===== config.mk =====
export PLATFORM = sky130hd
export DESIGN_NAME = fetch_unit
export DESIGN_NICKNAME = d
export VERILOG_FILES = /design/src/rtl/fetch_unit.sv
export SDC_FILE = /design/constraint.sdc
export NUM_CORES = 1
export LEC_CHECK = 0
export CAP_MARGIN = 15
export CORE_ASPECT_RATIO = 2
export CORE_MARGIN = 10
export CORE_UTILIZATION = 42
export CTS_CLUSTER_DIAMETER = 50
export DETAILED_ROUTE_END_ITERATION = 10
export GPL_ROUTABILITY_DRIVEN = 0
export PLACE_DENSITY = 0.74
export SLEW_MARGIN = 40
export SYNTH_ARGS = -nofsm -noshare
export SYNTH_HDL_FRONTEND = slang
export SYNTH_SLANG_ARGS = --single-unit

===== constraint.sdc =====
create_clock -name i_clk -period 6.87 [get_ports i_clk]
set_input_delay 0.687 -clock i_clk [delete_from_list [all_inputs] [get_ports i_clk]]
set_output_delay 0.687 -clock i_clk [all_outputs]
set_load 0.02 [all_outputs]

===== src/rtl/fetch_unit.sv =====
// Instruction-fetch stage: holds the PC, issues single-outstanding
// word reads and hands instructions to decode over valid/ready.
//
// Ports:
//   i_clk, i_rst          clock, async active-high reset
//   i_pcsrc, i_nextPC     redirect request and target from execute
//   o_imem_req/addr       one-cycle read strobe and word address
//   i_imem_valid/rdata    read data return pulse and word
//   o_instr_valid         instruction bundle below is valid
//   i_instr_ready         decode accepts this cycle
//   o_instr/o_pc/o_pc_plus4 fetched word, its address, address+4
module fetch_unit #(
  parameter logic [31:0] RESET_PC  = 32'h0000_0000,
  parameter logic [31:0] NOP_INSTR = 32'h0000_0000
) (
  input  logic        i_clk,
  input  logic        i_rst,
  input  logic        i_pcsrc,
  input  logic [31:0] i_nextPC,
  output logic        o_imem_req,
  output logic [31:0] o_imem_addr,
  input  logic        i_imem_valid,
  input  logic [31:0] i_imem_rdata,
  output logic        o_instr_valid,
  input  logic        i_instr_ready,
  output logic [31:0] o_instr,
  output logic [31:0] o_pc,
  output logic [31:0] o_pc_plus4
);

  typedef enum logic [1:0] {
    IDLE,
    FETCH,
    WAIT,
    HOLD
  } state_t;

  state_t      state;
  logic [31:0] pc;
  logic        flush;
  logic [31:0] target;

  assign target = {i_nextPC[31:2], 2'b00};

  // Request strobe is a pure state decode; the address is the PC register.
  assign o_imem_req  = (state == FETCH);
  assign o_imem_addr = pc;

  always_ff @(posedge i_clk or posedge i_rst) begin
    if (i_rst) begin
      state         <= IDLE;
      pc            <= RESET_PC;
      flush         <= 1'b0;
      o_instr_valid <= 1'b0;
      o_instr       <= NOP_INSTR;
      o_pc          <= RESET_PC;
      o_pc_plus4    <= RESET_PC + 32'd4;
    end else begin
      case (state)
        IDLE: begin
          state <= FETCH;
        end
        FETCH: begin
          state <= WAIT;
          // The request is already out; mark its data as stale.
          if (i_pcsrc) begin
            pc    <= target;
            flush <= 1'b1;
          end
        end
        WAIT: begin
          if (i_imem_valid) begin
            if (flush || i_pcsrc) begin
              flush <= 1'b0;
              state <= FETCH;
              if (i_pcsrc) begin
                pc <= target;
              end
            end else begin
              o_instr       <= i_imem_rdata;
              o_pc          <= pc;
              o_pc_plus4    <= pc + 32'd4;
              pc            <= pc + 32'd4;
              o_instr_valid <= 1'b1;
              state         <= HOLD;
            end
          end else if (i_pcsrc) begin
            pc    <= target;
            flush <= 1'b1;
          end
        end
        HOLD: begin
          // A redirect without ready drops the held word.
          if (i_instr_ready || i_pcsrc) begin
            o_instr_valid <= 1'b0;
            o_instr       <= NOP_INSTR;
            state         <= FETCH;
            if (i_pcsrc) begin
              pc <= target;
            end
          end
        end
        default: begin
          state <= IDLE;
        end
      endcase
    end
  end

endmodule


==> results of run 1 <==
power breakdown:
part | switching [mW] | leakage, nW | internal, mW
Sequential | 0.325 | 1.68 | 1.03
Clock | 0.362 | 0.292 | 0.576
Combinational | 0.828 | 1.87 | 0.703
synth_stat cells, types with 3 or more instances:
master    number  share of area [%]
and4_1         3               0.42
xor2_1         8                1.1
nand2b_1      33                3.3
nand3_1       22                1.8
clkbuf_1      32                1.9
o21ai_0       80                6.5
nor3_1         8               0.65
a22oi_1       11                1.3
a31oi_1        6               0.61
nor2_1        26                1.6
inv_1         11               0.67
buf_4          5               0.61
xnor2_1       12                1.7
nand2_1      172                 10
and3_1         3               0.30
o211ai_1       4               0.48
and2_1         3               0.30
a221o_1        5               0.81
nor4_1         6               0.61
o311ai_0       5               0.71
a21oi_1       18                1.5
nand4_1       10                1.0
buf_6          7                1.3
ha_1           6                1.2
dfrtp_1      129                 52
nor2b_1        4               0.40
or3_1         11                1.1
kinds of logic after synthesis:
| logic type | after synthesis | synth area share, % |
|---|---|---|
| fa+ha+maj | 6 | 1.21 |
| mux | 1 | 0.162 |
| xor+xnor | 20 | 2.83 |
| flops | 130 | 52.5 |
| simple gates | 318 | 24.9 |
| compound gates | 142 | 13.4 |
| buf+inv | 59 | 4.95 |
critical path: stages, from the launching register on:
cell and delay (ps):
dfrtp_1 520, ha_1 340, nand4_1 320, nor3_2 670
nand4_1 350, or3_1 400, o211ai_1 100
state kept, by name, indices dropped and copies added (netlist names):
| register | count |
|---|---|
| o_instr | 32 |
| o_instr_valid | 1 |
| flush | 1 |
| o_imem_addr | 32 |
| state | 2 |
| o_pc_plus4 | 30 |
| o_pc | 32 |
per-stage QoR:
step | cells | hold slack [ps] | utilization (%)
2_1_floorplan | 676 | 518 | -
3_3_place_gp | 1021 | 459 | 56.8
3_5_place_dp | 1021 | 462 | 56.9
4_1_cts | 1053 | 475 | 61.1
5_1_grt | 1053 | 502 | 61.1
6_report | 1053 | 471 | 61.1
final cells by class:
cell class              count  share of cell area (%)
well taps                 192                    2.72
clock buffers              18                    4.86
repair buffers            201                    22.7
clock inverters            14                    2.00
flip-flops and latches    130                    36.9
inverters                  11                   0.525
multi-input cells         487                    30.3
how the worst max path moves through the flow:
stage | cells past startpoint | endpoint | startpoint | slack [ps]
3_3_place_gp | 5 | o_pc_plus4[15]$_DFFE_PP0N_ | i_pcsrc | 3490
6_report | 6 | o_imem_addr[26]$_DFFE_PP0P_ | o_imem_addr[2]$_DFFE_PP0P_ | 4070
2_1_floorplan | 1 | flush$_DFFE_PP0P_ | i_rst | 2720
5_1_grt | 6 | o_imem_addr[26]$_DFFE_PP0P_ | o_imem_addr[2]$_DFFE_PP0P_ | 3880
4_1_cts | 6 | o_imem_addr[26]$_DFFE_PP0P_ | o_imem_addr[2]$_DFFE_PP0P_ | 4110
3_5_place_dp | 5 | o_imem_addr[27]$_DFFE_PP0P_ | i_pcsrc | 3840
routing by layer:
layer / track usage, % / up-vias / part of all wire (%)
li1: - / 2651 / -
met1: 21.6 / 2626 / 36
met2: 36.0 / 187 / 55
met3: 5.57 / 36 / 5.7
met4: 9.90 / 0 / 3.6
met5: 0 / - / 0
placed cells by master, fill, tap and decap left out, types with 4 or more instances in the layout:
master	n
a21oi_1	18
a22oi_1	11
nor4_1	6
nor2_1	25
o21ai_0	78
nand2_1	171
inv_1	10
a221o_1	5
xnor2_1	12
buf_4	4
clkdlybuf4s50_1	196
nor3_1	8
nor2b_1	4
xor2_1	8
o211ai_1	4
o311ai_0	5
inv_6	6
ha_1	5
nand4_1	10
or3_1	11
dfrtp_1	129
nand3_1	22
nand2b_1	33
a31oi_1	6
clkbuf_16	17
==> results.ini, run 1 <==
[run_status]
outcome=finished clean

[finish]
multiInputGateArea_um2=2670
fillers=1261
final_layout_size_suffix_gt1_share_pct=6.27
seq_area_um2=3250
final_area_um2=8820
nNetsFinal=923
areaGrowthSynthToFinish_pct=42.4
antenna_cells=0

[critical_path]
r2r_cells=6
endpoint_kind=flop
r2r-start=o_imem_addr[2]$_DFFE_PP0P_
worstSetupPathType=flop to flop
cp-start-kind=flop
r2r_end=o_imem_addr[26]$_DFFE_PP0P_
rrSetupSlack_ps=4070
crit_required_ps=7210
cp.arrival_ps=3140
crit_fanout=8

[synth]
syn_nets=751
synth.distinct_cells=56
syn_area_um2=6200
async_reset_ff_share_pct=100
synth_enable_flop_cells=0
syn_area_per_cell_um2=9.17
ys_seq_area_share_pct=52.5
synth_warnings=0
ys_seq_elements=130
synth-main-ff-cell=dfrtp_1
synthCells=676

[cts]
htree_levels=4
numCtsBuffers=17
cts_setup_buffers=0
cts_buffer_depth=2
cts-resized-gates=0
clock-sinks=130
hold_buffers=0
cts_tree=done
clk_latency_ps=420
cts-root-buf=clkbuf_16
clk_pin_slew_ps=60

[placed_design]
post_dp_cell_area_um2=8220
dpl.hpwl_um=14800
port_buffers=196
place_ws_ps=3840

[pwr]
vdd_drop_max_mv=0.221
power_mw=3.82
power_density_nw_per_um2=433
power_leakage_nw=3.84

[global_route]
grt_antenna_before_repair=0
grt_max_degree=97
grtUsageTotal_pct=20.3
overflow=0
grt_pass1_vias=5614
grt_pass1_wl_um=32100

[timing]
setup_violations=0
fin_crit_ps=2800
max_freq_mhz=358
fin_crit_sh_pct=40.7
maxSlewViolCount=0
timing.final.ws_setup_ps=4070
hold_viol=0
worstMarginPinSlew_ps=701
tns_ps=0
skew_ps=9.04
slew_headroom_pct=53.3
rsz0062_at_grt=false

[floorplan]
dieArea_um2=20300
die_width_um=106
core_um2=14400
chipHeight_um=192
io_pins=199
fp-row-count=62
start_util_pct=42.9

[detailed_routing]
wl_per_cell_um=19.4
drc=0
drt_wl_total_um=20400
first_pass_iters=4
drtAntennaViolNets=0
vias_per_cell=5.22
drt_iter0_drc=253
vias=5500

[worst_hold_path]
worstHoldStart=o_pc[4]$_DFFE_PP0N_
hold_path_class=flop to flop
hold_depth=2
min_to=o_pc[4]$_DFFE_PP0N_

[flow_run]
drv_cap=0

(Power assumes the default switching activity.)
==> run 2, diff against run 1 <==
PLACE_DENSITY = 0.77   (was 0.74)
clock period = 2.3 ns   (was 6.87 ns; I/O delays follow)
==> run 2 against run 1 <==
Count of clock-buffer cells in the layout is 2 higher. Die area stayed put. Non-clock buffer count increased by 45. Largest power group unchanged. Highest routed layer unchanged. Worst setup slack lost 3900 ps. Maximum frequency rose by 29%.
==> results.ini, run 2 (same netlist as run 1, synthesis figures left out) <==
[critical_path]
crit_chain=inv_2 > ha_4 > buf_4 > and4bb_2 > or3b_4 > buf_12 > or3_1 > o211ai_1
crit_fanout=25
cp_top_family=simple AND/OR/NAND/NOR gates
cp.depth=8
max_stage_delay_ps=440
r2r_cells=8
cp.arrival_ps=2490
cp-start-kind=flop
critPathBufInv=3
endpoint_kind=flop
crit_slowest_cell=dfrtp_2
crit_required_ps=2620
worstSetupPathType=flop to flop

[detailed_routing]
drt_wl_total_um=20900
vias=5749
drtAntennaViolNets=0
vias_per_cell=5.24
drt_iter0_drc=291
first_pass_iters=5
drc=0
wl_per_cell_um=19.0

[finish]
mostFrequentLayoutCell=clkdlybuf4s50_1
nNetsFinal=968
fillers=1275
final_cell_mix=clkdlybuf4s50_1 (196), nand2_1 (171), dfrtp_1 (128)
final_layout_size_suffix_gt1_share_pct=11.3
antenna_cells=0
areaGrowthSynthToFinish_pct=49.1
postLayoutCoreUtil_pct=64.0

[floorplan]
fp-row-count=62
die_width_um=106
core_um2=14400
dieArea_um2=20300
io_pins=199
chipHeight_um=192
start_util_pct=42.9

[cts]
clk_pin_slew_ps=60
htree_levels=4
clk_latency_ps=410
cts_buffer_depth=2
cts-root-buf=clkbuf_16
clock-sinks=130
numCtsBuffers=17
cts_tree=done

[timing]
fin_crit_ps=2170
setup_violations=0
worstMarginPinSlew_ps=484
skew_ps=7.20
maxSlewViolCount=0
max_freq_mhz=460
slew_headroom_pct=67.6
fin_crit_sh_pct=94.5
rsz0062_at_grt=false
timing.final.ws_setup_ps=127
hold_viol=0

[global_route]
grt_max_degree=67
overflow=0
grt_pass1_vias=5838
grt_pass1_wl_um=32600
grt_antenna_before_repair=0
grtUsageTotal_pct=20.3

[pwr]
pwr-share-comb_pct=45.5
swShare_pct=38.8
power_density_nw_per_um2=1280
pwr-share-clk_pct=22.8
power.internal_mw=7.21
vdd_drop_max_mv=0.616
switching_power_mw=4.58
seq_power_share_pct=31.7
power_leakage_nw=4.10

[placed_design]
place_ws_ps=-179
dpl.hpwl_um=15700
port_buffers=196

[worst_hold_path]
hold_path_class=primary input to async pin

[flow_run]
drv_cap=0

[run_status]
outcome=finished clean

run 2: cell type report:
| type | instances | area [µm²] | area share (%) |
|---|---|---|---|
| clock buffers | 20 | 467 | 5.05 |
| clock inverters | 12 | 130 | 1.41 |
| inverters | 11 | 45.0 | 0.488 |
| multi-input cells | 487 | 2680 | 29.0 |
| flip-flops and latches | 130 | 3260 | 35.2 |
| well taps | 192 | 240 | 2.60 |
| repair buffers | 246 | 2420 | 26.2 |
run 2: power by group through the flow:
stage	Clock, mW	Sequential, mW	Combinational, mW
detailed placement	0	3.76	5.36
floorplan	0	4.65	1.72
global route	2.85	3.83	5.75
finish	2.69	3.74	5.36
CTS	2.73	3.73	5.40
global placement	0	3.73	5.29
run 2: what timing repair did:
item | CTS | global route
buffers inserted | 0 | 1
gates resized for setup | 1 | 7
hold buffers | 0 | 0
setup endpoints to repair | 49 | 25
run 2: path summary, 6_finish.rpt:
kind                                      start                          end  slack [ps]
setup / recovery           state[0]$_DFFE_PP0P_  o_imem_addr[26]$_DFFE_PP0P_         130
hold / removal                            i_rst       o_instr[9]$_DFFE_PP0P_         200
setup reg to reg           state[0]$_DFFE_PP0P_  o_imem_addr[26]$_DFFE_PP0P_         130
hold reg to reg            o_pc[29]$_DFFE_PP0N_         o_pc[29]$_DFFE_PP0N_         470
max in group asynchronous                 i_rst    o_pc_plus4[2]$_DFFE_PP1N_        1410
min in group i_clk                 i_nextPC[16]  o_imem_addr[16]$_DFFE_PP0P_         350
run 2: routing by layer:
layer  global-route usage, %  share of wire, %
met3                    5.24               6.4
met2                    37.2                55
met5                       0                 0
met4                    9.63               3.7
met1                    20.9                35
run 2: through the flow:
stage | std cells | area (µm²) | hold slack [ps] | TNS (ps) | power [mW]
global placement | 1065 | 8600 | 460 | -2480 | 9.03
finish | 1098 | 9240 | 196 | 0 | 11.8
floorplan | 676 | 6200 | 335 | 0 | 6.37
CTS | 1097 | 9200 | 196 | 0 | 11.9
detailed placement | 1065 | 8600 | 464 | -5390 | 9.12
global route | 1098 | 9240 | 224 | 0 | 12.4
run 2: worst reg2reg max path, stage by stage, from the launching register on:
cell,delay (ps)
dfrtp_2,440
inv_2,90
ha_4,140
buf_4,120
and4bb_2,260
or3b_4,400
buf_12,170
or3_1,360
o211ai_1,110
==> run 3, diff against run 2 <==
ABC_CLOCK_PERIOD_IN_PS = 2300   (was unset)
==> results of run 3 <==
The final DEF is identical to that of run 2; final timing and power are the same.
==> RTL edit 1 (settings of run 2) <==
Encoding of `state_t`: now Gray code (2 bits for 4 states).
--- a/src/rtl/fetch_unit.sv
+++ b/src/rtl/fetch_unit.sv
@@ -31,6 +31,6 @@
   typedef enum logic [1:0] {
-    IDLE,
-    FETCH,
-    WAIT,
-    HOLD
+    IDLE  = 2'b00,
+    FETCH = 2'b01,
+    WAIT  = 2'b11,
+    HOLD  = 2'b10
   } state_t;
Check against the original RTL: no difference found for any inputs over 4 cycles, from zero or initial values and one cycle with i_rst high; so few cycles prove little.
==> RTL edit 1 against run 2 <==
- routed wire length shrank 9.4%
- global-route usage is essentially flat
- final cell count shrank 13%
- sequential share of layout area grew 2.7 points
- design area shrank 7.2%
- combinational power shrank 15%
- critical path depth shrank 2
- total power shrank 5.1%
- synthesized cell count shrank 15%
- sequential cell count is the same
- setup slack gained 0.095 ns
- sequential power grew 1%
- area after synthesis shrank 8.2%
- largest cell class unchanged
- largest power group unchanged
==> RTL edit 1: results (changes against run 2) <==
status=complete, no violations; routed metal-1 wire length=6.366 mm (-12%); pre-CTS setup slack=0.1582 ns (+0.3373 ns); largest net degree at the start of global routing=73 (+9.0%); Post-CTS Resized=0 (-1); post-layout util=0.6414 (+0.001254); CP max FO=6 (-76%); Layout non-clock buf frac=0.2596 (-0.002021); met3 Use GR=0.06564 (+0.01327); wire length per cell=19.93 um (+4.8%); bufs w/o clock=226 (-8.1%); wire length on met3=1.345 mm (+0.90%); vias per inst=5.434 (+3.8%); Rel. slew slack=0.5035 (-0.1729); Int Power=7.126 mW (-1.1%); hpwl dp=14.23 mm (-9.2%); multi-input gate share of total cell area=0.2607 (-0.02971); comb_multi_in=396 (-19%); Final #Nets=849 (-12%); Synth cell types=49 (-13%); Slowest-stage cell, CP=nor2_1; xor/xnor share of the synthesized area=0.04158 (+0.01331); Area contributors post-synth=dfrtp_1, nand2_1, o21ai_0, a22o_1, nand3_1; Seq/Total Area, Yosys=0.5723 (+0.04703); Seq/total area=0.3797 (+0.02723); placed insts=915 (-14%); 1st-pass router iterations=6 (+1); Logic power comb=4.58 mW (-15%); power share of the clock group=0.252 (+0.024); share of layout cells above drive strength 1=0.09722 (-0.01536); Non-clk invs=8 (-3); critical path's largest stage delay=0.40 ns (-0.04 ns)
RTL edit 1: logic make-up after synthesis:
logic type	count (synthesis)
AO/OA/AOI/OAI	122
adder cells (fa/ha/maj)	1
flip-flops	130
AND/OR/NAND/NOR	246
XOR/XNOR	27
buffers and inverters	48
RTL edit 1: path summary, 6_finish.rpt:
check / start / end / slack [ns] / cells after the start
max reg2reg: o_imem_addr[2]$_DFFE_PP0P_ / o_imem_addr[31]$_DFFE_PP0P_ / 0.22 / 6
min in group i_clk: i_imem_rdata[8] / o_instr[8]$_DFFE_PP0P_ / 0.37 / 3
min reg2reg: o_instr[6]$_DFFE_PP0P_ / o_instr[6]$_DFFE_PP0P_ / 0.46 / 2
min: i_rst / o_pc[1]$_DFFE_PP0N_ / 0.22 / 2
max: o_imem_addr[2]$_DFFE_PP0P_ / o_imem_addr[31]$_DFFE_PP0P_ / 0.22 / 6
max in group asynchronous: i_rst / o_instr[2]$_DFFE_PP0P_ / 1.36 / 3
==> RTL edit 2 (flow settings as in run 2) <==
Made on the original files. Reset style: synchronous (`i_rst`), changed in one clocked block. Comments in the files are not updated.
--- a/src/rtl/fetch_unit.sv
+++ b/src/rtl/fetch_unit.sv
@@ -48,3 +48,3 @@
 
-  always_ff @(posedge i_clk or posedge i_rst) begin
+  always_ff @(posedge i_clk) begin
     if (i_rst) begin
Behaviour: differs if i_rst is asserted again (counterexample within 4 cycles, from zero or initial values and one cycle with i_rst high); with i_rst held inactive, the same outputs for 4 cycles.
==> RTL edit 2 against run 2 <==
- critical path depth down 2
- sequential cell count stayed put
- critical path type unchanged
- setup slack lost 0.044 ns
- area after synthesis down 0.65%
- synthesized cell count is 11% higher
- count of clock-buffer cells in the layout grew 1
- routed wire length increased by 1.4%
- largest cell class is now multi-input gates
- worst hold slack better by 0.056 ns
- design area shrank 1.3%
Power is not compared: it rests on default switching activity, and its combinational part moved more than twofold at a synthesized area within 25%.
==> RTL edit 2: results (changes against run 2) <==
status=complete, no violations; share of layout cells above drive strength 1=0.1219 (+0.009318); Worst R2R Start=o_imem_addr[3]$_SDFFE_PP0P_; first-pass GRT wire length=33.47 mm (+2.7%); FF-to-FF setup slack=0.08 ns (-0.04 ns); 1st-pass router iterations=6 (+1); post-synthesis cell count=751 (+11%); antenna violations before repair=1 (+1); wire length per cell=18.22 um (-4.2%); CP max FO=5 (-80%); IO Port Bufs=196 (unchanged); Post-CTS Resized=0 (-1); syn_nets=826 (+10%); Hold Path Cell Cnt=2; Slew @ Worst Pin=0.5219 ns (+0.03761 ns); Total GRT Usage=0.2044 (+0.0009568); Int Power=4.542 mW; worst r2r path cells=6 (-2); mux share of post-synthesis cell area=0.004878 (+0.003263); Post-Synth Adder-Cell Area=0.01220 (+0.00007881); crit path DAT=2.53 ns (+0.04 ns); Post-synth ARST share=0 (-1.000); hpwl dp=15.57 mm (-0.69%); vias per inst=5.359 (+2.3%); xor/xnor share of the synthesized area=0.03130 (+0.003029); Compound-Gate Fraction of Synth Area=0.2006 (+0.06632); Seq/Total Area, Yosys=0.4228 (-0.1025); post-synth top area share=0.4228 (-0.09824); maximum vdd drop=0.6651 mV; placed insts=1128 (+5.9%); WL final=21.18 mm (+1.4%); Area contributors post-synth=dfxtp_1, a21oi_1, nand2_1, a211oi_1, nand3b_1; Hold WC Path Type=in -> reg; number of global-route vias before repair=6232 (+6.7%); Final #Nets=1030 (+6.4%); synthesis warning total=0 (unchanged); CTS H-Tree Depth=4 (unchanged); Crit Reg-Reg Endpoint=o_imem_addr[28]$_SDFFE_PP0P_; clk root buf=clkbuf_16; critical path's largest stage delay=0.58 ns (+0.14 ns); Iter 0 DRT Violations=469 (+61%); leakage power=3.081 nW; largest net degree at the start of global routing=96 (+43%); Synth cell types=62 (+11%); Slowest-stage cell, CP=or4_4; final clock skew=0.006071 ns (-0.001132 ns); Synth top cells by count=dfxtp_1, nand2_1, a21oi_1; clock latency at the later pin of the worst-skew pair=0.40 ns
==> RTL edit 2: how the worst max path moves through the flow <==
stage                                startpoint                      endpoint  slack (ns)  depth (start not counted)
floorplan           o_imem_addr[2]$_SDFFE_PP0P_  o_imem_addr[28]$_SDFFE_PP0P_       0.002                          7
global placement    o_imem_addr[3]$_SDFFE_PP0P_  o_imem_addr[28]$_SDFFE_PP0P_        0.16                          6
detailed placement  o_imem_addr[3]$_SDFFE_PP0P_  o_imem_addr[28]$_SDFFE_PP0P_        0.09                          6
CTS                 o_imem_addr[3]$_SDFFE_PP0P_  o_imem_addr[28]$_SDFFE_PP0P_        0.09                          6
global route        o_imem_addr[3]$_SDFFE_PP0P_  o_imem_addr[28]$_SDFFE_PP0P_        0.06                          6
finish              o_imem_addr[3]$_SDFFE_PP0P_  o_imem_addr[28]$_SDFFE_PP0P_        0.08                          6
==> RTL edit 2: critical path, delay by kind of cell, from the launching register on <==
kind                       cells  cell delay, ns
adders and majority gates      1            0.17
DFF                            1            0.36
AOI/OAI and AO/OA              2            0.37
and+or+nand+nor                3            1.23
==> RTL edit 2: kinds of logic after synthesis <==
| group | after synthesis |
|---|---|
| XOR/XNOR | 22 |
| AO/OA/AOI/OAI | 202 |
| flip-flops | 130 |
| multiplexers | 3 |
| buffers and inverters | 82 |
| adder cells (fa/ha/maj) | 6 |
| AND/OR/NAND/NOR | 306 |
==> RTL edit 2: layout make-up <==
| cell class | count | area [um2] |
|---|---|---|
| Antenna cell | 2 | 5.005 |
| Clock buffer | 21 | 481.7 |
| Clock inverter | 11 | 150.1 |
| Fill cell | 1218 | 5238 |
| Inverter | 11 | 41.29 |
| Multi-Input combinational cell | 539 | 3099 |
| Sequential cell | 130 | 2624 |
| Tap cell | 192 | 240.2 |
| Timing Repair Buffer | 256 | 2472 |
==> RTL edit 2: routing by layer <==
metal,vias up,global-route usage,part of all wire,wire [um]
li1,3061,-,-,-
met1,2853,0.2063,0.35,7477
met2,273,0.3653,0.52,11070
met3,40,0.07521,0.089,1891
met4,0,0.09162,0.035,738
met5,-,0,0,0
==> RTL edit 2: power groups by stage <==
stage                     sequential [mW]  combinational, mW  clock (mW)
after CTS                            2.37              0.819        2.89
after detailed placement             2.42              0.814           0
final                                2.38              0.818        2.85
after floorplan                      2.49              0.357           0
after global placement               2.42              0.806           0
after global routing                 2.38              0.880        3.01
==> RTL edit 2: per-stage QoR <==
step / area [um2] / hold slack [ns] / setup slack (ns) / total power, mW
floorplan: 6193 / 0.3458 / 0.002468 / 2.849
detailed placement: 8477 / 0.4423 / 0.08735 / 3.236
global placement: 8477 / 0.4367 / 0.1578 / 3.224
CTS: 9109 / 0.2433 / 0.08996 / 6.084
global route: 9111 / 0.2580 / 0.06071 / 6.270
finish: 9114 / 0.2516 / 0.08335 / 6.043
